$ cat config.mk
export PLATFORM = sky130hd
export DESIGN_NAME = arranque_rampa_param
export DESIGN_NICKNAME = d
export VERILOG_FILES = /design/src/rtl/arranque_pkg.sv /design/src/rtl/arranque_rampa_param_temporizador_paso.sv /design/src/rtl/arranque_rampa_param.sv
export SDC_FILE = /design/constraint.sdc
export NUM_CORES = 1
export LEC_CHECK = 0
export ABC_AREA = 1
export CAP_MARGIN = 20
export CORE_MARGIN = 4
export CORE_UTILIZATION = 60
export DETAILED_ROUTE_END_ITERATION = 6
export PLACE_DENSITY_LB_ADDON = 0.3
export SETUP_SLACK_MARGIN = 0.05
export SYNTH_ARGS = -nofsm -noshare
export SYNTH_HDL_FRONTEND = slang
export SYNTH_HIERARCHICAL = 1
export SYNTH_SLANG_ARGS = --single-unit
$ cat constraint.sdc
create_clock -name clk -period 6 [get_ports clk]
set_input_delay 1.5 -clock clk [delete_from_list [all_inputs] [get_ports clk]]
set_output_delay 1.5 -clock clk [all_outputs]
set_load 0.02 [all_outputs]
$ cat src/rtl/arranque_pkg.sv
// Shared definitions for the parametrised soft-start ramp controller:
// state encoding, ramp defaults and small decode helpers.
package arranque_pkg;

    localparam logic [1:0] ST_IDLE      = 2'd0;
    localparam logic [1:0] ST_RAMP_UP   = 2'd1;
    localparam logic [1:0] ST_FULL      = 2'd2;
    localparam logic [1:0] ST_RAMP_DOWN = 2'd3;

    typedef enum logic [1:0] {
        S_IDLE      = ST_IDLE,
        S_RAMP_UP   = ST_RAMP_UP,
        S_FULL      = ST_FULL,
        S_RAMP_DOWN = ST_RAMP_DOWN
    } estado_t;

    localparam int DEF_N_STEPS    = 3;
    localparam int DEF_DWELL_UP   = 4;
    localparam int DEF_DWELL_DOWN = 2;
    localparam int DEF_CNT_W      = 8;

    function automatic logic es_rampa(input estado_t s);
        return (s == S_RAMP_UP) || (s == S_RAMP_DOWN);
    endfunction

endpackage

$ cat src/rtl/arranque_rampa_param_temporizador_paso.sv
// Dwell downcounter: loads a reload value, decrements on tick, and stops at zero.
module temporizador_paso #(
    parameter int CNT_W = 8
) (
    input  logic             clk,
    input  logic             reset,
    input  logic             load,
    input  logic [CNT_W-1:0] load_val,
    input  logic             tick,
    output logic             cero
);

    logic [CNT_W-1:0] cnt_q;
    logic [CNT_W-1:0] cnt_d;

    // load wins over tick; a zero count holds so the counter never wraps
    always_comb begin
        cnt_d = cnt_q;
        if (load) begin
            cnt_d = load_val;
        end else if (tick && (cnt_q != '0)) begin
            cnt_d = cnt_q - CNT_W'(1);
        end
    end

    always_ff @(posedge clk or negedge reset) begin
        if (!reset) begin
            cnt_q <= '0;
        end else begin
            cnt_q <= cnt_d;
        end
    end

    assign cero = (cnt_q == '0);

endmodule

$ cat src/rtl/arranque_rampa_param.sv
// Soft-start ramp controller: steps a speed level up/down through N_STEPS levels
// with programmable dwell, plus a direct-to-full fast start.
module arranque_rampa_param
    import arranque_pkg::*;
#(
    parameter int N_STEPS    = DEF_N_STEPS,
    parameter int DWELL_UP   = DEF_DWELL_UP,
    parameter int DWELL_DOWN = DEF_DWELL_DOWN,
    parameter int CNT_W      = DEF_CNT_W,
    localparam int LVL_W     = $clog2(N_STEPS + 1)
) (
    input  logic               clk,
    input  logic               reset,
    input  logic               Rapido,
    input  logic               Lento,
    output logic [N_STEPS-1:0] out_nivel,
    output logic [LVL_W-1:0]   nivel,
    output logic               out_plena,
    output logic               out_rampa
);

    localparam logic [LVL_W-1:0] LVL_MAX   = LVL_W'(N_STEPS);
    localparam logic [LVL_W-1:0] LVL_ONE   = LVL_W'(1);
    localparam logic [CNT_W-1:0] RELOAD_UP = CNT_W'(DWELL_UP - 1);
    localparam logic [CNT_W-1:0] RELOAD_DN = CNT_W'(DWELL_DOWN - 1);

    estado_t            state_q;
    estado_t            state_d;
    logic [LVL_W-1:0]   level_q;
    logic [LVL_W-1:0]   level_d;
    logic [LVL_W-1:0]   level_inc;
    logic [LVL_W-1:0]   level_dec;

    logic [N_STEPS-1:0] out_nivel_q;
    logic [N_STEPS-1:0] out_nivel_d;
    logic               out_plena_q;
    logic               out_rampa_q;

    logic               run;
    logic               cnt_load;
    logic [CNT_W-1:0]   cnt_load_val;
    logic               cnt_tick;
    logic               cnt_cero;

    assign run = Rapido | Lento;

    // Saturating neighbours of the current level
    assign level_inc = (level_q == LVL_MAX) ? LVL_MAX : level_q + LVL_ONE;
    assign level_dec = (level_q == '0)      ? '0      : level_q - LVL_ONE;

    temporizador_paso #(
        .CNT_W (CNT_W)
    ) u_temporizador (
        .clk      (clk),
        .reset    (reset),
        .load     (cnt_load),
        .load_val (cnt_load_val),
        .tick     (cnt_tick),
        .cero     (cnt_cero)
    );

    always_comb begin
        state_d      = state_q;
        level_d      = level_q;
        cnt_load     = 1'b0;
        cnt_load_val = '0;
        cnt_tick     = 1'b0;

        case (state_q)
            S_IDLE: begin
                if (Rapido) begin
                    state_d  = S_FULL;
                    level_d  = LVL_MAX;
                    cnt_load = 1'b1;
                end else if (Lento) begin
                    level_d      = LVL_ONE;
                    cnt_load     = 1'b1;
                    cnt_load_val = RELOAD_UP;
                    state_d      = (N_STEPS == 1) ? S_FULL : S_RAMP_UP;
                end
            end

            S_RAMP_UP: begin
                if (Rapido) begin
                    state_d  = S_FULL;
                    level_d  = LVL_MAX;
                    cnt_load = 1'b1;
                end else if (!run) begin
                    state_d      = S_RAMP_DOWN;
                    cnt_load     = 1'b1;
                    cnt_load_val = RELOAD_DN;
                end else if (cnt_cero) begin
                    level_d      = level_inc;
                    cnt_load     = 1'b1;
                    cnt_load_val = RELOAD_UP;
                    if (level_inc == LVL_MAX) begin
                        state_d = S_FULL;
                    end
                end else begin
                    cnt_tick = 1'b1;
                end
            end

            S_FULL: begin
                if (!run) begin
                    state_d      = S_RAMP_DOWN;
                    cnt_load     = 1'b1;
                    cnt_load_val = RELOAD_DN;
                end
            end

            S_RAMP_DOWN: begin
                if (Rapido) begin
                    state_d  = S_FULL;
                    level_d  = LVL_MAX;
                    cnt_load = 1'b1;
                end else if (Lento) begin
                    // Re-acceleration resumes from whatever level we reached
                    state_d      = S_RAMP_UP;
                    cnt_load     = 1'b1;
                    cnt_load_val = RELOAD_UP;
                end else if (cnt_cero) begin
                    level_d      = level_dec;
                    cnt_load     = 1'b1;
                    cnt_load_val = RELOAD_DN;
                    if (level_dec == '0) begin
                        state_d = S_IDLE;
                    end
                end else begin
                    cnt_tick = 1'b1;
                end
            end

            default: begin
                state_d  = S_IDLE;
                level_d  = '0;
                cnt_load = 1'b1;
            end
        endcase
    end

    for (genvar gi = 0; gi < N_STEPS; gi++) begin : g_onehot
        assign out_nivel_d[gi] = (level_d == LVL_W'(gi + 1));
    end

    // Outputs are decoded from next-state values so they land in flops
    always_ff @(posedge clk or negedge reset) begin
        if (!reset) begin
            state_q     <= S_IDLE;
            level_q     <= '0;
            out_nivel_q <= '0;
            out_plena_q <= 1'b0;
            out_rampa_q <= 1'b0;
        end else begin
            state_q     <= state_d;
            level_q     <= level_d;
            out_nivel_q <= out_nivel_d;
            out_plena_q <= (level_d == LVL_MAX);
            out_rampa_q <= es_rampa(state_d);
        end
    end

    assign out_nivel = out_nivel_q;
    assign nivel     = level_q;
    assign out_plena = out_plena_q;
    assign out_rampa = out_rampa_q;

endmodule

# Yosys cells after proc, flatten, opt, wreduce, memory -nomap -nowiden
# Cells that the tools add are included.
dict set report word_totals {
  elab_cells 78
  out_inout_bits 7
  inputBits 4
  register_bits 17
}
dict set report op_classes {
  bitwise 1
  eq_ne 10
  reduce_logical 8
  n_addsub 3
  mux 50
}
# cell count
set ops {}
lappend ops {{two-way mux 2 bit} 28}
lappend ops {{one-hot mux 8 bit (4 select lines)} 1}
lappend ops {{two-way mux 8 bit} 2}
lappend ops {{two-way mux 1 bit} 15}
lappend ops {{== test 2 bit, second input constant} 7}
lappend ops {{logical NOT 8 bit} 1}
lappend ops {{one-hot mux 2 bit (4 select lines)} 1}
lappend ops {{nonzero test 8 bit} 1}
lappend ops {{subtractor 8 x 1 -> 8 bit, second input constant} 1}
lappend ops {{== test 2 x 1 -> 1 bit, second input constant} 3}
lappend ops {{logical NOT 2 bit} 3}
lappend ops {{one-hot mux 2 bit (3 select lines)} 1}
lappend ops {{one-hot mux 1 bit (4 select lines)} 1}
lappend ops {{adder 2 x 1 -> 2 bit, second input constant} 1}
lappend ops {{one-hot mux 1 bit (2 select lines)} 1}
lappend ops {{nonzero test 2 bit} 1}
lappend ops {{subtractor 2 x 1 -> 2 bit, second input constant} 1}
lappend ops {{logical AND 1 bit} 1}
lappend ops {{logical OR 1 bit} 1}
lappend ops {{OR 1 bit} 1}

# Logic depth before layout (Yosys ltp)
# Gate-level depths: netlist of the first run.
dict set report logic_depth {
  word_depth 10
  mapped_depth 14
  ltp_nobuf 13
}

# By module
# The synthesis of the first run kept the hierarchy.
# mod seq_area_each_um2 instances area_per_inst_um2 cells_each
set by_module_without_submodules {}
lappend by_module_without_submodules {temporizador_paso 200.2 1 596.8 93}
lappend by_module_without_submodules {arranque_rampa_param 200.2 1 586.8 89}

# Worst setup path before layout of the first run
# OpenSTA, ideal clock, no wires.
dict set report synth_timing {
  path_kind {in2reg}
  startpoint {input Rapido}
  endpoint {register u_temporizador.cnt_q[0]}
  t_required_ps 5924
  path_slack_ps 3410
  setup_time_ps 76
  arrival_time_ps 2514
  path_buffers 1
  cell_stages 8
  cell_sequence {inv_2 > nand2_2 > o21ai_2 > o22ai_1 > clkbuf_1 > o21ai_0 > nand2_1 > o21ai_1}
}
dict set report synth_via {
  elab_chain_len 6
  word_cells_on_any_way 20
  classes_between {17 x mux; 1 x bitwise; 2 x reduce/logical}
}
# element line_no
set synth_rtl {}
lappend synth_rtl {{start, declared} arranque_rampa_param.sv:14} ;# input logic Rapido,
lappend synth_rtl {{OR 1 bit} arranque_rampa_param.sv:45} ;# assign run = Rapido | Lento;
lappend synth_rtl {{two-way mux 1 bit} arranque_rampa_param.sv:88} ;# end else if (!run) begin
lappend synth_rtl {{two-way mux 1 bit} arranque_rampa_param.sv:84} ;# if (Rapido) begin
lappend synth_rtl {{one-hot mux 1 bit (2 select lines) *} arranque_rampa_param.sv:69} ;# case (state_q)
lappend synth_rtl {{net cnt_tick} arranque_rampa_param.sv:42} ;# logic cnt_tick;
lappend synth_rtl {{logical AND 1 bit *} arranque_rampa_param_temporizador_paso.sv:21} ;# end else if (tick && (cnt_q != '0)) begin
lappend synth_rtl {{nonzero test 2 bit (no line) *} n/a}
lappend synth_rtl {{end signal, assigned} arranque_rampa_param_temporizador_paso.sv:30} ;# cnt_q <= cnt_d;
lappend synth_rtl {{end, declared} arranque_rampa_param_temporizador_paso.sv:13} ;# logic [CNT_W-1:0] cnt_q;
# Mark *: on every way through the listed nets, which the timed path passes. The rest lies on a longest branch. The select of a mux whose other input is x is not followed.
# A chain may end at the register's enable or synchronous reset.

# Worst setup path in the final report of the first run
dict set report layout_timing {
  startpoint {input Rapido}
  endpoint {register u_temporizador.cnt_q[2]}
}
# Same word-level chain as after synthesis.

==> reports/metrics.cfg, run 1 <==
[run_status]
status=complete, no violations

[worst_setup_path]
crit_top_cell=nand2_1
crit_path_end_kind=register
r2r_cells=13
crit_chain=clkdlybuf4s50_1 > inv_2 > nand2_2 > o21ai_2 > o22ai_1 > inv_1 > nand2_4 > clkinv_2 > nand2_1 > nand2_1
crit_required_ns=6.17
slowest_delay_ns=0.67
crit_slowest_cell=o22ai_1
cp-start-kind=input pin
crit_fanout=13
worstSetupPathType=input pin to register
cp.arrival_ns=3.88

[logic_synthesis]
syn-cell-area_um2=1184
ys_seq_area_share_pct=33.83
ys_seq_elements=16
syn-mean-instance-area_um2=6.503
synthCells=182
yosys_warnings=6
synth_cell_types=27

[floorplanning]
start_util_pct=65.69
core_area_um2=1802
io_pins=11
die_w_um=52.42
die_area_um2=2747
die_h_um=52.42
fp-row-count=15

[sta]
finalSetupTns_ns=0
whs_ns=0.5676
setup_violations=0
skew_ns=0.002165
finalMaxSlewViolations=0
period_share_pct=61.84
relSlewSlack_pct=42.29
final-hold-violation-count=0
fin_crit_ns=3.711
rsz0062_at_grt=no
max_freq_mhz=269.5
tightest_slew_ns=0.8656

[cells_and_area]
area_growth_pct=13.21
drive_gt1_share_pct=9.137
nets=205
design_area_um2=1340
fin_util_pct=74.38
n_antenna_cell=0

[global_route]
grt_pass1_wl_um=4616
grt_use_total_pct=22.59
grt_use_met1_pct=27.81
grt_max_degree=17
grt_pass1_vias=1119
top_usage_layer=met2
grtUsageMet3_pct=7.977
gr-usage-met2_pct=36.57
antenna_found_initial=0
grt_overflow_total=0

[min_path]
holdPathStages=2
hold_path.class=register to register

[clocking]
htreeDepth=1
cts_tree=yes
clock-sinks=16
cts_hold_buf=0
cts_buffers=3
cts.clk_slew.worst_paths_ns=0.08
cts_root_buf=clkbuf_4
clk_path_buf_depth=2
post_cts_resized=0
postCtsSetupRepairBufs=0
clkLatencyLatePin_ns=0.28

[pwr]
power_density_nw_per_um2=551.2
p_leak_nw=0.6792
ir_drop_mv=0.3561
power_mw=0.7386

[drt]
dr.pass1.iters=4
viasPerCell=5.387
vias=1196
drc=0
postRouteAntennaNets=0
dr.first_iter.drc_count=78
wire_per_inst_um=11.94
wl_um=2650

[job]
drv_cap=0

[placed_design]
placed_cell_area_um2=1318
gp_congestion=0.9446
port-buffer-count=10
dp_hpwl_um=2067

[metal layers]
layer  wire, um  vias to the layer above
li1           -                      603
met1       1156                      532
met2       1214                       53
met3        242                        8
met4         37                        0
met5          0                        -
[final timing paths]
path	endpoint	slack [ns]	start
worst max-delay path	u_temporizador/cnt_q[2]	2.29	Rapido
worst min-delay path	u_temporizador/cnt_q[4]	0.57	u_temporizador/cnt_q[4]
worst max register to register	u_temporizador/cnt_q[2]	2.61	u_temporizador/cnt_q[0]
min in group asynchronous	out_nivel[0]	1.65	reset
max in group asynchronous	state_q[1]	3.90	reset
worst min register to register	u_temporizador/cnt_q[4]	0.57	u_temporizador/cnt_q[4]
[placed cells by master (no fill, tap or decap), types with 3 or more instances in the layout]
cell / n
nor2_1: 23
clkdlybuf4s50_1: 10
clkbuf_4: 3
nand2_1: 58
nand2_2: 3
dfrtp_1: 16
inv_1: 19
inv_2: 3
nand4_1: 5
nand3_1: 21
o21ai_0: 8
conb_1: 6
a21oi_1: 4
o21ai_1: 3
[area by class of cell]
type                            count  area (um2)
Tap cell                           25       31.28
Clock buffer                        3       22.52
Timing Repair Buffer               10       100.1
Fill cell                         153       461.7
Sequential cell                    16       400.4
Multi-Input combinational cell    145       698.2
Inverter                           23       87.58
[through the flow]
| step | cells | worst slack (ns) |
|---|---|---|
| floorplan | 187 | 3.410 |
| global placement | 219 | 2.204 |
| detailed placement | 219 | 2.040 |
| CTS | 222 | 2.350 |
| global route | 222 | 2.102 |
| finish | 222 | 2.289 |
[where the power goes]
| part | switching, mW | leakage [nW] | internal (mW) | total, mW |
|---|---|---|---|---|
| registers | 0.0547 | 0.196 | 0.161 | 0.216 |
| clock network | 0.0285 | 0.0138 | 0.0233 | 0.0518 |
| logic | 0.299 | 0.469 | 0.172 | 0.471 |
[cells by family after synthesis]
group                    Yosys count  synth area share [%]
buffers and inverters             26                 8.773
XOR/XNOR                           1                0.7401
flip-flops                        16                 33.83
AND/OR/NAND/NOR                  116                 43.87
adder cells (fa/ha/maj)            2                 2.114
other                              1                0.3168
AO/OA/AOI/OAI                     20                 10.36
[registers in the layout (all words and copies together) (netlist names)]
| name | cells |
|---|---|
| nivel | 2 |
| out_nivel | 3 |
| out_rampa | 1 |
| state_q | 2 |
| u_temporizador/cnt_q | 8 |
[worst max-delay path: cells and delay by family]
kind | cells | cell delay, ns
AO/OA/AOI/OAI | 2 | 0.78
AND/OR/NAND/NOR | 4 | 0.47
buffers and inverters | 4 | 1.12
[cell usage after synthesis]
cell | n | area [um2]
inv_2 | 3 | 11.26
nand2_2 | 3 | 18.77
conb_1 | 1 | 3.750
a21oi_2 | 1 | 8.760
a21oi_1 | 4 | 20.02
clkbuf_1 | 1 | 3.750
buf_2 | 1 | 5.000
dfrtp_1 | 16 | 400.4
o211ai_1 | 1 | 7.510
nand3_1 | 21 | 105.1
nand3b_4 | 1 | 20.02
nand4_1 | 5 | 31.28
clkinv_2 | 1 | 5.000
ha_1 | 2 | 25.02
xnor2_1 | 1 | 8.760
o21ai_1 | 3 | 15.01
nand2_4 | 2 | 22.52
o21ai_2 | 1 | 8.760
o22ai_1 | 1 | 6.260
nor2_2 | 2 | 12.51
inv_1 | 19 | 71.32
o21ai_0 | 8 | 40.04
o21ai_4 | 1 | 16.27
buf_4 | 1 | 7.510
nand2_1 | 58 | 217.7
nor3_1 | 1 | 5.000
nor2_1 | 23 | 86.33
Power figures use the tool's default switching activity.
==> run 2: changes to the inputs <==
- CORE_UTILIZATION: 60 -> 51
- clock period: 6 -> 3.1 ns (I/O delays scaled with it)
==> run 2 against run 1 <==
Against the previous run:
- non-clock buffer count rose by 2
- via count fell by 2.2%
- sequential share of layout area fell by 0.71 points
- die area rose by 15%
- clock power rose to 2.6 times the previous value
- critical path type is now register to register
- final area rose by 2.4%
- routed wire length fell by 0.87%
- sequential power rose by 94%
- core utilization fell by 12 points
- highest routed layer unchanged
- global-route usage fell by 4.2 points
==> reports/metrics.cfg, run 2 (synthesized netlist as in run 1, its figures left out) <==
[drt]
vias=1170  ; -2.2%
dr.pass1.iters=4  ; unchanged
postRouteAntennaNets=0  ; unchanged
dr.first_iter.drc_count=20  ; -74%
viasPerCell=5.132  ; -4.7%
wire_per_inst_um=11.52  ; -3.5%
wl_um=2627  ; -0.87%
drc=0  ; unchanged

[cells_and_area]
n_antenna_cell=0  ; unchanged
area_growth_pct=15.96
layout_commonest_cell=nand2_1
regMostFlops=u_temporizador/cnt_q
nets=207  ; +0.98%
largest_reg_flops=8  ; unchanged
drive_gt1_share_pct=10.50  ; +1.4 points
final_cell_mix=nand2_1, nor2_1, nand3_1
stdcell_count=228  ; +2.7%

[clocking]
cts_tree=yes
clk_path_buf_depth=2  ; unchanged
postCtsSetupRepairBufs=0  ; unchanged
post_cts_resized=0  ; unchanged
htreeDepth=1  ; unchanged
cts_buffers=3  ; unchanged
cts_hold_buf=0  ; unchanged
cts.clk_slew.worst_paths_ns=0.09  ; about the same
clock-sinks=16  ; unchanged
cts_root_buf=clkbuf_4
clkLatencyLatePin_ns=0.29  ; about the same

[sta]
max_freq_mhz=428.4
period_share_pct=75.30
setup_violations=0  ; unchanged
tightest_slew_ns=0.7368  ; -0.1287 ns
skew_ns=0.003318  ; +0.001154 ns
relSlewSlack_pct=50.72  ; +8.4 points
finalMaxSlewViolations=0  ; unchanged
fin_crit_ns=2.334
rsz0062_at_grt=no
finalSetupTns_ns=0  ; unchanged
final-hold-violation-count=0  ; unchanged
whs_ns=0.5585  ; -0.009073 ns

[global_route]
grt_pass1_wl_um=4705  ; +1.9%
grt_pass1_vias=1107  ; -1.1%
grt_max_degree=17  ; unchanged
antenna_found_initial=0  ; unchanged
grt_overflow_total=0  ; unchanged
grt_use_total_pct=18.35  ; -4.2 points

[placed_design]
dp_cells=224  ; +2.3%
dp_hpwl_um=1995  ; -3.5%
gp_congestion=0.9078  ; -3.9%
port-buffer-count=10  ; unchanged

[min_path]
holdPathStages=3  ; +1
hold_path.class=register to register

[floorplanning]
io_pins=11  ; unchanged
start_util_pct=53.51  ; -12 points
die_w_um=56.18  ; +7.2%
die_h_um=56.18  ; +7.2%
fp-row-count=17  ; +2
core_area_um2=2212  ; +23%
die_area_um2=3156  ; +15%

[pwr]
ir_drop_mv=0.6083  ; +71%
net-switching-power_mw=0.7440  ; +95%
power_frac_comb_pct=62.2  ; -1.5 points
sw_frac_of_total_pct=50.49  ; -1.3 points
clockPowerShare_pct=9.3  ; +2.3 points
power_density_nw_per_um2=1074  ; +95%
intPower_mw=0.7297  ; +100%
pwr-share-seq_pct=28.5  ; -0.8 points
p_leak_nw=0.6967  ; +2.6%

[worst_setup_path]
cp.arrival_ns=2.52  ; -1.36 ns
crit_fanout=11  ; -2
r2r_cells=14  ; +1
crit_required_ns=3.29  ; -2.88 ns
crit_path_end_kind=register
cp-start-kind=register
worstSetupPathType=register to register

[run_status]
status=complete, no violations

[job]
drv_cap=0  ; unchanged

-- run 2: metal layers --
metal	GRT usage, %	wire (um)
met1	23.09	1256
met2	29.22	1230
met3	5.800	105
met4	6.780	34
met5	0	0
-- run 2: layout make-up --
class                           instances  area [um2]
Tap cell                               28       35.03
Multi-Input combinational cell        145       698.2
Timing Repair Buffer                   12       115.1
Fill cell                             217       839.6
Clock buffer                            4       36.28
Sequential cell                        16       400.4
Inverter                               23       87.58
-- run 2: worst paths after layout --
path,start,end,slack (ns)
max,u_temporizador/cnt_q[0],u_temporizador/cnt_q[4],0.77
min,u_temporizador/cnt_q[0],u_temporizador/cnt_q[0],0.56
min reg2reg,u_temporizador/cnt_q[0],u_temporizador/cnt_q[0],0.56
max in group asynchronous,reset,u_temporizador/cnt_q[1],1.72
min in group asynchronous,reset,nivel[1],0.92
max reg2reg,u_temporizador/cnt_q[0],u_temporizador/cnt_q[4],0.77
-- run 2: power by group through the flow --
stage	Combinational [mW]	Clock, mW	Sequential, mW
4_1_cts	0.916	0.145	0.416
6_report	0.917	0.137	0.420
3_3_place_gp	0.890	0	0.417
3_5_place_dp	0.913	0	0.419
5_1_grt	1.04	0.158	0.436
2_1_floorplan	0.649	0	0.436
-- run 2: through the flow --
stage	power [mW]	worst slack, ns	util (%)	area, um2
6_report	1.474	0.7658	62.05	1373
2_1_floorplan	1.085	0.9379	-	1202
4_1_cts	1.477	0.7921	62.05	1373
3_5_place_dp	1.332	0.5727	60.41	1336
3_3_place_gp	1.307	0.6617	60.41	1336
5_1_grt	1.633	0.5944	62.05	1373
-- run 2: critical path, cell delays in order (launching register included) --
cell	delay [ns]
dfrtp_1	0.38
inv_1	0.19
ha_1	0.20
nand2_1	0.11
nor2_1	0.16
buf_4	0.19
nor2_1	0.07
nand2_1	0.09
o21ai_2	0.09
o22ai_1	0.19
inv_1	0.21
nand2_4	0.16
clkinv_2	0.08
nand2_1	0.06
nand2_1	0.04
==> run 3: changes to the inputs <==
- CORE_UTILIZATION: 51 -> 56
- clock period: 3.1 -> 2.25 ns (I/O delays scaled with it)
==> run 3 against run 2 <==
Against the previous run:
- maximum frequency up 15%
- critical path depth down 1
- final area grew 1.8%
- core utilization increased by 8.5 points
- highest routed layer unchanged
- register-to-register slack worse by 0.54 ns
- sequential cell count did not move
- critical endpoint is now u_temporizador/cnt_q[3]
- setup slack worse by 0.54 ns
==> reports/metrics.cfg, run 3 (synthesized netlist as in run 1, its figures left out) <==
[sta]
fin_crit_ns=2.025  ; -0.3088 ns
finalWorstSetupSlack_ns=0.2246  ; -0.5412 ns
period_share_pct=90.02  ; +15 points
finalMaxSlewViolations=0  ; unchanged
max_freq_mhz=493.7  ; +15%
skew_ns=0.0004412  ; -0.002877 ns
rsz0062_at_grt=no
finalSetupTns_ns=0  ; unchanged
final-hold-violation-count=0  ; unchanged
setup_violations=0  ; unchanged

[drt]
wl_um=2601  ; -0.99%
dr.pass1.iters=4  ; unchanged
drc=0  ; unchanged
viasPerCell=5.264  ; +2.6%
vias=1216  ; +3.9%
wire_per_inst_um=11.26  ; -2.3%
postRouteAntennaNets=0  ; unchanged
dr.first_iter.drc_count=57  ; +190%

[clocking]
cts_tree=yes
clkLatencyLatePin_ns=0.27  ; -0.02 ns
cts.clk_slew.worst_paths_ns=0.09  ; about the same
htreeDepth=1  ; unchanged
clk_path_buf_depth=2  ; unchanged
clock-sinks=16  ; unchanged
cts_buffers=3  ; unchanged
cts_root_buf=clkbuf_4

[floorplanning]
die_area_um2=2913  ; -7.7%
io_pins=11  ; unchanged
fp-row-count=16  ; -1
die_h_um=53.98  ; -3.9%
die_w_um=53.98  ; -3.9%
core_area_um2=1982  ; -10%
start_util_pct=59.72  ; +6.2 points

[global_route]
grt_max_degree=17  ; unchanged
grt_use_total_pct=20.45  ; +2.1 points
antenna_found_initial=0  ; unchanged
grt_pass1_wl_um=4436  ; -5.7%
grt_overflow_total=0  ; unchanged
grt_pass1_vias=1054  ; -4.8%

[job]
drv_cap=0  ; unchanged

[cells_and_area]
drive_gt1_share_pct=12.75  ; +2.2 points
n_antenna_cell=0  ; unchanged
area_growth_pct=18.08
regMostFlops=u_temporizador/cnt_q
final_cell_mix=nand2_1, nor2_1, nand3_1
nets=212  ; +2.4%
layout.area.seq_um2=400.4  ; unchanged
multi_input_area_um2=700.7  ; +0.36%
layout_commonest_cell=nand2_1
stdcell_count=231  ; +1.3%
fillCellCount=171  ; -21%
largest_reg_flops=8  ; unchanged

[placed_design]
dp_hpwl_um=2014  ; +0.96%
port-buffer-count=10  ; unchanged
dp_cells=228  ; +1.8%
pre_cts_ws_ns=0.02038  ; -0.5523 ns
gp_congestion=0.9142  ; +0.71%

[worst_setup_path]
crit_path_end_kind=register
crit_fanout=8  ; -3
cp-start-kind=register
cp.arrival_ns=2.20  ; -0.32 ns
crit_required_ns=2.42  ; -0.87 ns
worstSetupPathType=register to register

[pwr]
p_leak_nw=0.7144  ; +2.5%
power_frac_comb_pct=64.4  ; +2.2 points
power_density_nw_per_um2=1437  ; +34%
net-switching-power_mw=1.017  ; +37%
clockPowerShare_pct=7.2  ; -2.1 points
intPower_mw=0.9920  ; +36%
ir_drop_mv=0.7883  ; +30%
sw_frac_of_total_pct=50.62  ; +0.13 points
pwr-share-seq_pct=28.5  ; about the same

[min_path]
hold_path.class=register to register

[run_status]
status=complete, no violations

run 3: changes by cell type in the layout (fill, tap and decap cells not counted), sizes merged:
cell,delta
buf,+5
clkbuf,-1
run 3: critical path: stages, from the launching register on:
cell and delay, ns:
dfrtp_1 0.40, inv_1 0.09, ha_1 0.17, nand2_1 0.12
nor2_2 0.21, nor2_1 0.09, nand2_1 0.10, o21ai_2 0.06
o22ai_1 0.15, inv_1 0.19, nand2_4 0.16, clkinv_2 0.07
nand2_1 0.06, nand2_1 0.05
run 3: worst paths after layout:
check | slack [ns] | cells past startpoint | from | endpoint
setup / recovery | 0.22 | 13 | u_temporizador/cnt_q[0] | u_temporizador/cnt_q[3]
hold / removal | 0.56 | 2 | u_temporizador/cnt_q[4] | u_temporizador/cnt_q[4]
setup reg to reg | 0.22 | 13 | u_temporizador/cnt_q[0] | u_temporizador/cnt_q[3]
hold reg to reg | 0.56 | 2 | u_temporizador/cnt_q[4] | u_temporizador/cnt_q[4]
max in group asynchronous | 1.47 | 2 | reset | u_temporizador/cnt_q[7]
min in group asynchronous | 0.60 | 2 | reset | out_nivel[0]
run 3: final cells by class:
type                            instances  share of cell area, %
Inverter                               23                  6.267
Sequential cell                        16                  28.65
Clock buffer                            3                  1.611
Timing Repair Buffer                   17                  10.92
Multi-Input combinational cell        145                  50.13
Tap cell                               27                  2.417
run 3: through the flow:
stage / util [%] / hold slack [ns] / power [mW] / instance area (um2)
global placement: 69.26 / 0.5342 / 1.817 / 1373
floorplan: - / 0.2669 / 1.495 / 1202
detailed placement: 69.26 / 0.5365 / 1.848 / 1373
global route: 70.52 / 0.6083 / 2.221 / 1398
finish: 70.52 / 0.5623 / 2.009 / 1398
CTS: 70.39 / 0.5590 / 2.000 / 1395
run 3: layer usage:
layer	GRT usage, %	vias up	part of all wire, %
met1	28.14	546	46
met2	32.46	46	45
li1	-	620	-
met5	0	-	0
met4	4.564	0	0.65
met3	4.709	4	8.2
run 3: power by group through the flow:
| stage | Clock (mW) | Sequential (mW) | Combinational, mW |
|---|---|---|---|
| after floorplan | 0 | 0.600 | 0.895 |
| after global placement | 0 | 0.569 | 1.25 |
| after detailed placement | 0 | 0.576 | 1.27 |
| after CTS | 0.150 | 0.569 | 1.28 |
| after global routing | 0.155 | 0.597 | 1.47 |
| final | 0.144 | 0.572 | 1.29 |
run 3: what timing repair did:
item | in CTS | in global routing
resized for setup | 0 | 1
setup endpoints to repair | 0 | 5
buffers inserted | 0 | 0
hold buffers | 0 | 0
